## config.mk

```make
export PLATFORM = sky130hd
export DESIGN_NAME = rsa_modexp_unit
export DESIGN_NICKNAME = d
export VERILOG_FILES = /design/src/rtl/rsa_modexp_unit.sv
export SDC_FILE = /design/constraint.sdc
export NUM_CORES = 1
export LEC_CHECK = 0
export BUFFER_PORTS_ARGS = -buffer_cell sky130_fd_sc_hd__buf_2
export CORE_UTILIZATION = 36
export CTS_CLUSTER_SIZE = 12
export DETAILED_ROUTE_END_ITERATION = 10
export PLACE_DENSITY = 0.58
export SLEW_MARGIN = 15
export SYNTH_ARGS = -nofsm -noshare
export SYNTH_HDL_FRONTEND = slang
export SYNTH_SLANG_ARGS = --single-unit
```

## constraint.sdc

```tcl
create_clock -name clk -period 5.9 [get_ports clk]
set_clock_uncertainty 0.15 [all_clocks]
set_input_delay 0.295 -clock clk [delete_from_list [all_inputs] [get_ports clk]]
set_output_delay 0.295 -clock clk [all_outputs]
set_load 0.1 [all_outputs]
```

## src/rtl/rsa_modexp_unit.sv

```systemverilog
// rsa_modexp_unit: C = P^E mod M using two bit-serial Montgomery multipliers.
// The square path produces the running power of P, the multiply path
// accumulates the result. Every phase is one load cycle followed by WIDTH+2
// iteration cycles, so the latency does not depend on the operand values.
module rsa_modexp_unit #(
  parameter int WIDTH     = 8,
  parameter int EXP_WIDTH = 8
) (
  input  logic                 clk,
  input  logic                 rstb,
  input  logic                 en,
  input  logic                 start,
  input  logic                 abort,
  input  logic [WIDTH-1:0]     P,
  input  logic [EXP_WIDTH-1:0] E,
  input  logic [WIDTH-1:0]     M,
  input  logic [WIDTH-1:0]     Const,
  output logic [WIDTH-1:0]     C,
  output logic                 busy,
  output logic                 done,
  output logic                 err
);

  localparam int DW = WIDTH + 2;                   // datapath width, R = 2^DW
  localparam int CW = $clog2(DW + 1);              // phase counter holds 0..DW
  localparam int IW = $clog2(DW);                  // bit index into a DW operand
  localparam int BW = (EXP_WIDTH > 1) ? $clog2(EXP_WIDTH) : 1;

  typedef enum logic [2:0] {
    S_IDLE = 3'd0,
    S_PRE  = 3'd1,
    S_LOOP = 3'd2,
    S_POST = 3'd3,
    S_FIX  = 3'd4,
    S_DONE = 3'd5
  } state_t;

  state_t               state_q, state_d;
  logic [WIDTH-1:0]     p_q, p_d;
  logic [EXP_WIDTH-1:0] e_q, e_d;
  logic [WIDTH-1:0]     m_q, m_d;
  logic [WIDTH-1:0]     k_q, k_d;
  logic [DW-1:0]        pm_q, pm_d;
  logic [DW-1:0]        rm_q, rm_d;
  logic [DW-1:0]        s_sq_q, s_sq_d;
  logic [DW-1:0]        s_mul_q, s_mul_d;
  logic [CW-1:0]        cyc_q, cyc_d;
  logic [BW-1:0]        bit_q, bit_d;
  logic [WIDTH-1:0]     c_q, c_d;
  logic                 busy_q, busy_d;
  logic                 done_q, done_d;
  logic                 err_q, err_d;

  logic [DW-1:0]        a_sq_s, b_sq_s, a_mul_s, b_mul_s;
  logic [DW-1:0]        step_sq_s, step_mul_s;
  logic [DW-1:0]        diff_s;
  logic [IW-1:0]        idx_s;
  logic                 mul_en_s;

  // One Montgomery iteration: add a_bit*B, make the sum even with M, halve.
  function automatic logic [DW-1:0] mmm_step(input logic [DW-1:0]    s,
                                              input logic             a_bit,
                                              input logic [DW-1:0]    b,
                                              input logic [WIDTH-1:0] m);
    logic [DW:0] sum;
    sum = {1'b0, s} + (a_bit ? {1'b0, b} : {(DW+1){1'b0}});
    if (sum[0]) begin
      sum = sum + {3'b000, m};
    end else begin
      sum = sum;
    end
    return sum[DW:1];
  endfunction

  // Operand selection: PRE converts into the Montgomery domain, POST converts out.
  assign a_sq_s     = (state_q == S_PRE) ? {2'b00, k_q} : pm_q;
  assign b_sq_s     = (state_q == S_PRE) ? {2'b00, p_q} : pm_q;
  assign a_mul_s    = (state_q == S_PRE) ? {2'b00, k_q} : rm_q;
  assign b_mul_s    = ((state_q == S_PRE) || (state_q == S_POST)) ? {{(DW-1){1'b0}}, 1'b1} : pm_q;
  assign idx_s      = IW'(cyc_q - CW'(1));
  assign step_sq_s  = mmm_step(s_sq_q, a_sq_s[idx_s], b_sq_s, m_q);
  assign step_mul_s = mmm_step(s_mul_q, a_mul_s[idx_s], b_mul_s, m_q);
  assign mul_en_s   = (state_q == S_LOOP) ? e_q[bit_q] : 1'b1;
  assign diff_s     = rm_q - {2'b00, m_q};

  // Next-state and datapath control.
  always_comb begin
    state_d = state_q;
    p_d     = p_q;
    e_d     = e_q;
    m_d     = m_q;
    k_d     = k_q;
    pm_d    = pm_q;
    rm_d    = rm_q;
    s_sq_d  = s_sq_q;
    s_mul_d = s_mul_q;
    cyc_d   = cyc_q;
    bit_d   = bit_q;
    c_d     = c_q;
    busy_d  = busy_q;
    done_d  = 1'b0;
    err_d   = err_q;

    case (state_q)
      S_IDLE, S_DONE: begin
        if (start) begin
          p_d     = P;
          e_d     = E;
          m_d     = M;
          k_d     = Const;
          err_d   = 1'b0;
          busy_d  = 1'b1;
          cyc_d   = '0;
          bit_d   = '0;
          // An even modulus skips straight to the completion stage.
          state_d = M[0] ? S_PRE : S_FIX;
        end else begin
          state_d = S_IDLE;
        end
      end

      S_PRE, S_LOOP, S_POST: begin
        if (abort) begin
          busy_d  = 1'b0;
          state_d = S_IDLE;
        end else if (cyc_q == CW'(0)) begin
          s_sq_d  = '0;
          s_mul_d = '0;
          cyc_d   = CW'(1);
        end else begin
          s_sq_d  = step_sq_s;
          s_mul_d = step_mul_s;
          if (cyc_q == CW'(DW)) begin
            cyc_d = '0;
            if (state_q != S_POST) begin
              pm_d = step_sq_s;
            end else begin
              pm_d = pm_q;
            end
            if (mul_en_s) begin
              rm_d = step_mul_s;
            end else begin
              rm_d = rm_q;
            end
            if (state_q == S_PRE) begin
              state_d = S_LOOP;
            end else if (state_q == S_LOOP) begin
              if (bit_q == BW'(EXP_WIDTH - 1)) begin
                state_d = S_POST;
              end else begin
                bit_d = bit_q + BW'(1);
              end
            end else begin
              state_d = S_FIX;
            end
          end else begin
            cyc_d = cyc_q + CW'(1);
          end
        end
      end

      S_FIX: begin
        if (abort) begin
          busy_d  = 1'b0;
          state_d = S_IDLE;
        end else begin
          busy_d  = 1'b0;
          done_d  = 1'b1;
          state_d = S_DONE;
          if (!m_q[0]) begin
            c_d   = '0;
            err_d = 1'b1;
          end else if (rm_q >= {2'b00, m_q}) begin
            c_d = diff_s[WIDTH-1:0];
          end else begin
            c_d = rm_q[WIDTH-1:0];
          end
        end
      end

      default: begin
        busy_d  = 1'b0;
        state_d = S_IDLE;
      end
    endcase
  end

  // State register; everything holds while en is low.
  always_ff @(posedge clk or negedge rstb) begin
    if (!rstb) begin
      state_q <= S_IDLE;
      p_q     <= '0;
      e_q     <= '0;
      m_q     <= '0;
      k_q     <= '0;
      pm_q    <= '0;
      rm_q    <= '0;
      s_sq_q  <= '0;
      s_mul_q <= '0;
      cyc_q   <= '0;
      bit_q   <= '0;
      c_q     <= '0;
      busy_q  <= 1'b0;
      done_q  <= 1'b0;
      err_q   <= 1'b0;
    end else if (en) begin
      state_q <= state_d;
      p_q     <= p_d;
      e_q     <= e_d;
      m_q     <= m_d;
      k_q     <= k_d;
      pm_q    <= pm_d;
      rm_q    <= rm_d;
      s_sq_q  <= s_sq_d;
      s_mul_q <= s_mul_d;
      cyc_q   <= cyc_d;
      bit_q   <= bit_d;
      c_q     <= c_d;
      busy_q  <= busy_d;
      done_q  <= done_d;
      err_q   <= err_d;
    end
  end

  assign C    = c_q;
  assign busy = busy_q;
  assign done = done_q;
  assign err  = err_q;

endmodule

```

# After elaboration in Yosys (flattened, before gate mapping)
# Cells that the tools add are included.
[classes] addsub=8 magnitude_cmp=3 eq_ne=21 n_mux=51 bitwise=2 reduce_logical=17
[ops] cell="10-bit two-way mux" count=8
[ops] cell="3-bit two-way mux" count=16
[ops] cell="10-bit by 10-bit adder with 11-bit output" count=2
[ops] cell="11-bit by 8-bit adder with 11-bit output" count=2
[ops] cell="11-bit two-way mux" count=2
[ops] cell="2-bit != test, second input constant" count=10
[ops] cell="4-bit two-way mux" count=4
[ops] cell="8-bit two-way mux" count=2
[ops] cell="3-bit AND reduction" count=4
[ops] cell="6-bit AND reduction" count=2
[ops] cell="1-bit two-way mux" count=11
[ops] cell="10-bit by 8-bit greater-or-equal comparator with 1-bit output" count=1
[ops] cell="3-bit == test, second input constant" count=3
[ops] cell="3-bit case mux with 3 select lines" count=1
[ops] cell="9-bit AND reduction" count=1
[ops] cell="1-bit binary-select mux with 4-bit select" count=2
[ops] cell="4-bit case mux with 2 select lines" count=1
[ops] cell="4-bit AND reduction" count=2
[ops] cell="8-bit subtractor" count=1
[ops] cell="3-bit by 2-bit == test with 1-bit output, second input constant" count=2
[ops] cell="3-bit != test, second input constant" count=2
[ops] cell="3-bit case mux with 2 select lines" count=1
[ops] cell="4-bit by 5-bit < comparator with 1-bit output, second input constant" count=1
[ops] cell="5-bit != test, second input constant" count=1
[ops] cell="17 further kinds" count=20
[word_totals] register_bits=93 out_inout_bits=11 wordCells=117

# Longest topological paths before layout
[logic_depth] depth_word=9 ltp_mapped=23 mapped_depth_nobuf=21

# Worst setup path before layout
# OpenSTA, ideal clock, no wires.
[synth_path] path_kind="reg-to-reg" start="reg cyc_q[0]" end="reg rm_q[8]" setup_time_ns=0.125 arrival_ns=5.151 required_ns=5.625 slack_ns=0.474 path_stages_with_launch=22 n_path_buf=2 path_cell_list="dfrtp_1 clkbuf_1 inv_1 ha_1 clkbuf_1 mux4_2 mux4_2 nand2_1 o31a_1 nor2_1 and2_1 ha_1 a21o_1 nand2b_1 xor2_1 ha_1 a21o_1 a31oi_1 nor3b_1 o311ai_0 xnor2_1 mux2_2"
[synth_via] elab_chain_cells=7 elab_cells_between_ends=11
[synth_rtl] element="start: declaration" line_no="47" text="logic [CW-1:0] cyc_q, cyc_d;"
[synth_rtl] element="start signal: assignment" line_no="216" text="cyc_q <= cyc_d;"
[synth_rtl] element="4-bit by 1-bit subtractor with 4-bit output" line_no="80" text="assign idx_s = IW'(cyc_q - CW'(1));"
[synth_rtl] element="1-bit binary-select mux with 4-bit select" line_no="82" text="assign step_mul_s = mmm_step(s_mul_q, a_mul_s[idx_s], b_mul_s, m_q);"
[synth_rtl] element="1-bit two-way mux (not written as such)" line_no="82"
[synth_rtl] element="10-bit two-way mux" line_no="66" text="sum = {1'b0, s} + (a_bit ? {1'b0, b} : {(DW+1){1'b0}});"
[synth_rtl] element="10-bit by 10-bit adder with 11-bit output" line_no="66"
[synth_rtl] element="11-bit by 8-bit adder with 11-bit output" line_no="68" text="sum = sum + {3'b000, m};"
[synth_rtl] element="11-bit two-way mux" line_no="67" text="if (sum[0]) begin"
[synth_rtl] element="end signal: assignment" line_no="213" text="rm_q <= rm_d;"
[synth_rtl] element="end: declaration" line_no="44" text="logic [DW-1:0] rm_q, rm_d;"
# Several ways; a longest one is shown, not always the timed one. The select of a mux whose other input is x is not followed.
# A chain may end at the register's enable or synchronous reset.

# Worst setup path after layout
[layout_path] start="reg cyc_q[0]" end="reg s_mul_q[9]"
[layout_via] elab_chain_cells=8 elab_cells_between_ends=9
[layout_rtl] element="4-bit by 1-bit subtractor with 4-bit output" line_no="80"
[layout_rtl] element="1-bit binary-select mux with 4-bit select" line_no="82"
[layout_rtl] element="1-bit two-way mux (not written as such)" line_no="82"
[layout_rtl] element="10-bit two-way mux" line_no="66"
[layout_rtl] element="10-bit by 10-bit adder with 11-bit output" line_no="66"
[layout_rtl] element="11-bit by 8-bit adder with 11-bit output" line_no="68"
[layout_rtl] element="11-bit two-way mux" line_no="67"
[layout_rtl] element="10-bit two-way mux *" line_no="126" text="end else if (cyc_q == CW'(0)) begin"
[layout_rtl] element="end signal: assignment" line_no="215" text="s_mul_q <= s_mul_d;"
[layout_rtl] element="end: declaration" line_no="46" text="logic [DW-1:0] s_mul_q, s_mul_d;"
# Every way passes the cells marked *; elsewhere a longest branch is shown, timed or not. The select of a mux whose other input is x is not followed.

==> impl_metrics.yaml <==
floorplan:
  rows: 48
  die_w_microns: 135
  coreArea_sq_um: 17300
  die_h_microns: 135
  die-area_sq_um: 18200
  initial_core_util: 0.368
  pin_count: 48
routing:
  routedWlPerCell_microns: 17.7
  initialDrtViolationCount: 337
  totalWireLength_microns: 16500
  dr.pass1.iters: 5
  drc_errors: 0
  vias: 5146
  routed_via_density: 5.52
  ant_nets: 0
worst_setup_path:
  r2r_start: "cyc_q[0]$_DFFE_PN0P_"
  start_kind: "flop"
  r2r_slack_ns: 0.32
  worstReg2RegEnd: "s_mul_q[9]$_DFFE_PN0P_"
  cp_max_fo: 9
  end_kind: "flop"
  max_stage_delay_ns: 0.52
  cpMostUsedCell: "o31ai_1"
  critical_path_class: "reg2reg"
  worstPathBufferInverterCount: 1
  cp_slowest_cell: "mux4_2"
  crit_cells: 19
  worstSetupStartpoint: "cyc_q[0]$_DFFE_PN0P_"
  worstPathArrival_ns: 5.68
  r2r_cells: 19
  cpLargestDelayFamily: "compound AO/OA/AOI/OAI gates"
  worstPathRequired_ns: 6.00
  path_cells: "inv_1, ha_2, mux4_2, mux4_2, nand2_1, o31a_1, nor2_1, and2_1, ha_1, a21o_1, a221oi_1, xnor2_1, ha_1, o21a_1, o31ai_1, a21oi_1, o31ai_1, xor2_1, o31ai_1"
  critPathCapture: "s_mul_q[9]$_DFFE_PN0P_"
global_routing:
  grt_pass1_vias: 5017
  grt_max_degree: 55
  grt_antenna_before_repair: 0
  gr-usage-all-layers: 0.192
  grt_pass1_wl_microns: 26700
  grt-ovfl-total: 0
synth:
  synth_nets: 744
  synthArstFlopShare: 1.00
  synth_top_area_frac: 0.365
  yosysMostFrequentCell: "dfrtp_1"
  ys_warn_count: 0
  synth.top_cells.by_count: "dfrtp_1 (93), o21ai_0 (69), nand2_1 (68)"
  ys_seq_elements: 93
  syn-cell-area_sq_um: 6370
  ys_seq_area_frac: 0.365
  synthDistinctLibCells: 64
  synth_cells: 655
  synth_edf_count: 0
  synth_flop_cell: "dfrtp_1"
  ys_top_cells_by_area: "dfrtp_1 (37%), ha_1 (9.2%), o21ai_0 (5.4%)"
  synth_largest_area_cell: "dfrtp_1"
  synth_area_per_cell_sq_um: 9.72
sta:
  drv_slew: 0
  max-slew-margin-rel: 0.301
  worst_slack_ns: 0.319
  post-route-period-util: 0.946
  rsz0062_at_grt: "false"
  worst-slew-pin-transition_ns: 1.05
  setup_viol: 0
  final-hold-violation-count: 0
  max_freq_ghz: 0.179
  fin_crit_ns: 5.58
  setup_tns_ns: 0
power_and_ir_drop:
  p_leak_uw: 0.00327
  power.density_nw_per_um2: 451
  ir_drop_mv: 0.350
clocking:
  path_clk_slew_ns: 0.07
  cts_num_sinks: 93
  ctsRootBufferMaster: "clkbuf_16"
  clk_path_buf_depth: 2
  cts_tree: "built"
  htree_num_levels: 3
  numCtsBuffers: 9
  worstSkewPairLatency_ns: 0.36
place:
  portBuffers: 47
  post-place-cells: 912
  gp_congestion: 0.915
  place_ws_ns: 0.265
  dp_hpwl_microns: 12900
hold_path:
  hp-class: "in2reg"
  hold_depth: 3
finish:
  drive_above_1_share: 0.175
  fin_util: 0.417
  n_antenna_cell: 0
  syn_to_final_growth_pct: 13.1
  fin_nets: 791
  stdcell_count: 932
outcome:
  status: "finished clean"
run:
  max_cap_viol_count: 0
## metrics by stage
stage	total power, uW	area, sq um	hold WS (ns)
6_report	3250	7200	0.00852
5_1_grt	3500	7200	0.00663
4_1_cts	3280	7200	0.00171
3_5_place_dp	2640	6850	0.161
3_3_place_gp	2590	6850	0.152
2_1_floorplan	2230	6370	-0.151
## tightest hold or removal path: stages
cell	delay [ns]
buf_2	0.08
nand2_1	0.04
o21ai_0	0.06
## repair_timing
| item | CTS | global route |
|---|---|---|
| setup endpoints to repair | 0 | 6 |
| resized for setup | 0 | 2 |
| hold endpoints to repair | 42 | 0 |
| buffers inserted | 0 | 0 |
| hold buffers | 4 | 0 |
## placed cells by master, fill, tap and decap left out, types with 12 or more instances in the layout
cell type	n
a21oi_1	33
and2_1	12
buf_2	46
dfrtp_1	93
ha_1	46
inv_1	23
mux2_2	30
mux2i_1	26
nand2_1	68
nor2_1	47
o21ai_0	69
xnor2_1	22
xor2_1	14
## worst min-delay path by stage
stage,start,end
6_report,M[6],m_q[6]$_DFFE_PN0P_
5_1_grt,Const[5],k_q[5]$_DFFE_PN0P_
4_1_cts,M[6],m_q[6]$_DFFE_PN0P_
3_5_place_dp,rstb,m_q[5]$_DFFE_PN0P_
3_3_place_gp,rstb,m_q[6]$_DFFE_PN0P_
2_1_floorplan,rstb,C[0]$_DFFE_PN0P_
## cells by family (layout without fill, tap and decap cells)
family	after synthesis	count (layout)	share of synthesized area
simple gates	186	186	0.139
compound gates	173	173	0.170
flops	93	93	0.365
mux	68	68	0.137
fa+ha+maj	52	52	0.108
buf+inv	47	99	0.0312
xor+xnor	36	36	0.0495
## final cells by class
| cell class | instances | area (sq um) |
|---|---|---|
| timing repair buffer | 60 | 345 |
| sequential | 93 | 2330 |
| clock inverter | 7 | 91.3 |
| inverter | 23 | 86.3 |
| multi-input combinational | 515 | 3850 |
| fill | 1702 | 10100 |
| clock buffer | 9 | 225 |
| tap | 225 | 282 |
## registers in the layout, indices dropped and copies added (netlist names), 8 cells and up
name / flops
rm_q: 10
p_q: 8
m_q: 8
pm_q: 10
s_mul_q: 10
C: 8
k_q: 8
s_sq_q: 10
e_q: 8
## report_power, final
group | leakage (uW) | total (uW) | switching [uW] | internal, uW
Combinational | 0.00193 | 1620 | 985 | 635
Sequential | 0.00120 | 1010 | 181 | 829
Clock | 0.000151 | 623 | 283 | 339
## routing by layer
metal	up-vias	track usage	share of wire
li1	2478	-	-
met3	31	0.0319	0.040
met4	0	0.0886	0.033
met5	-	0	0
met1	2506	0.256	0.47
met2	131	0.305	0.46
Power figures use the tool's default switching activity.
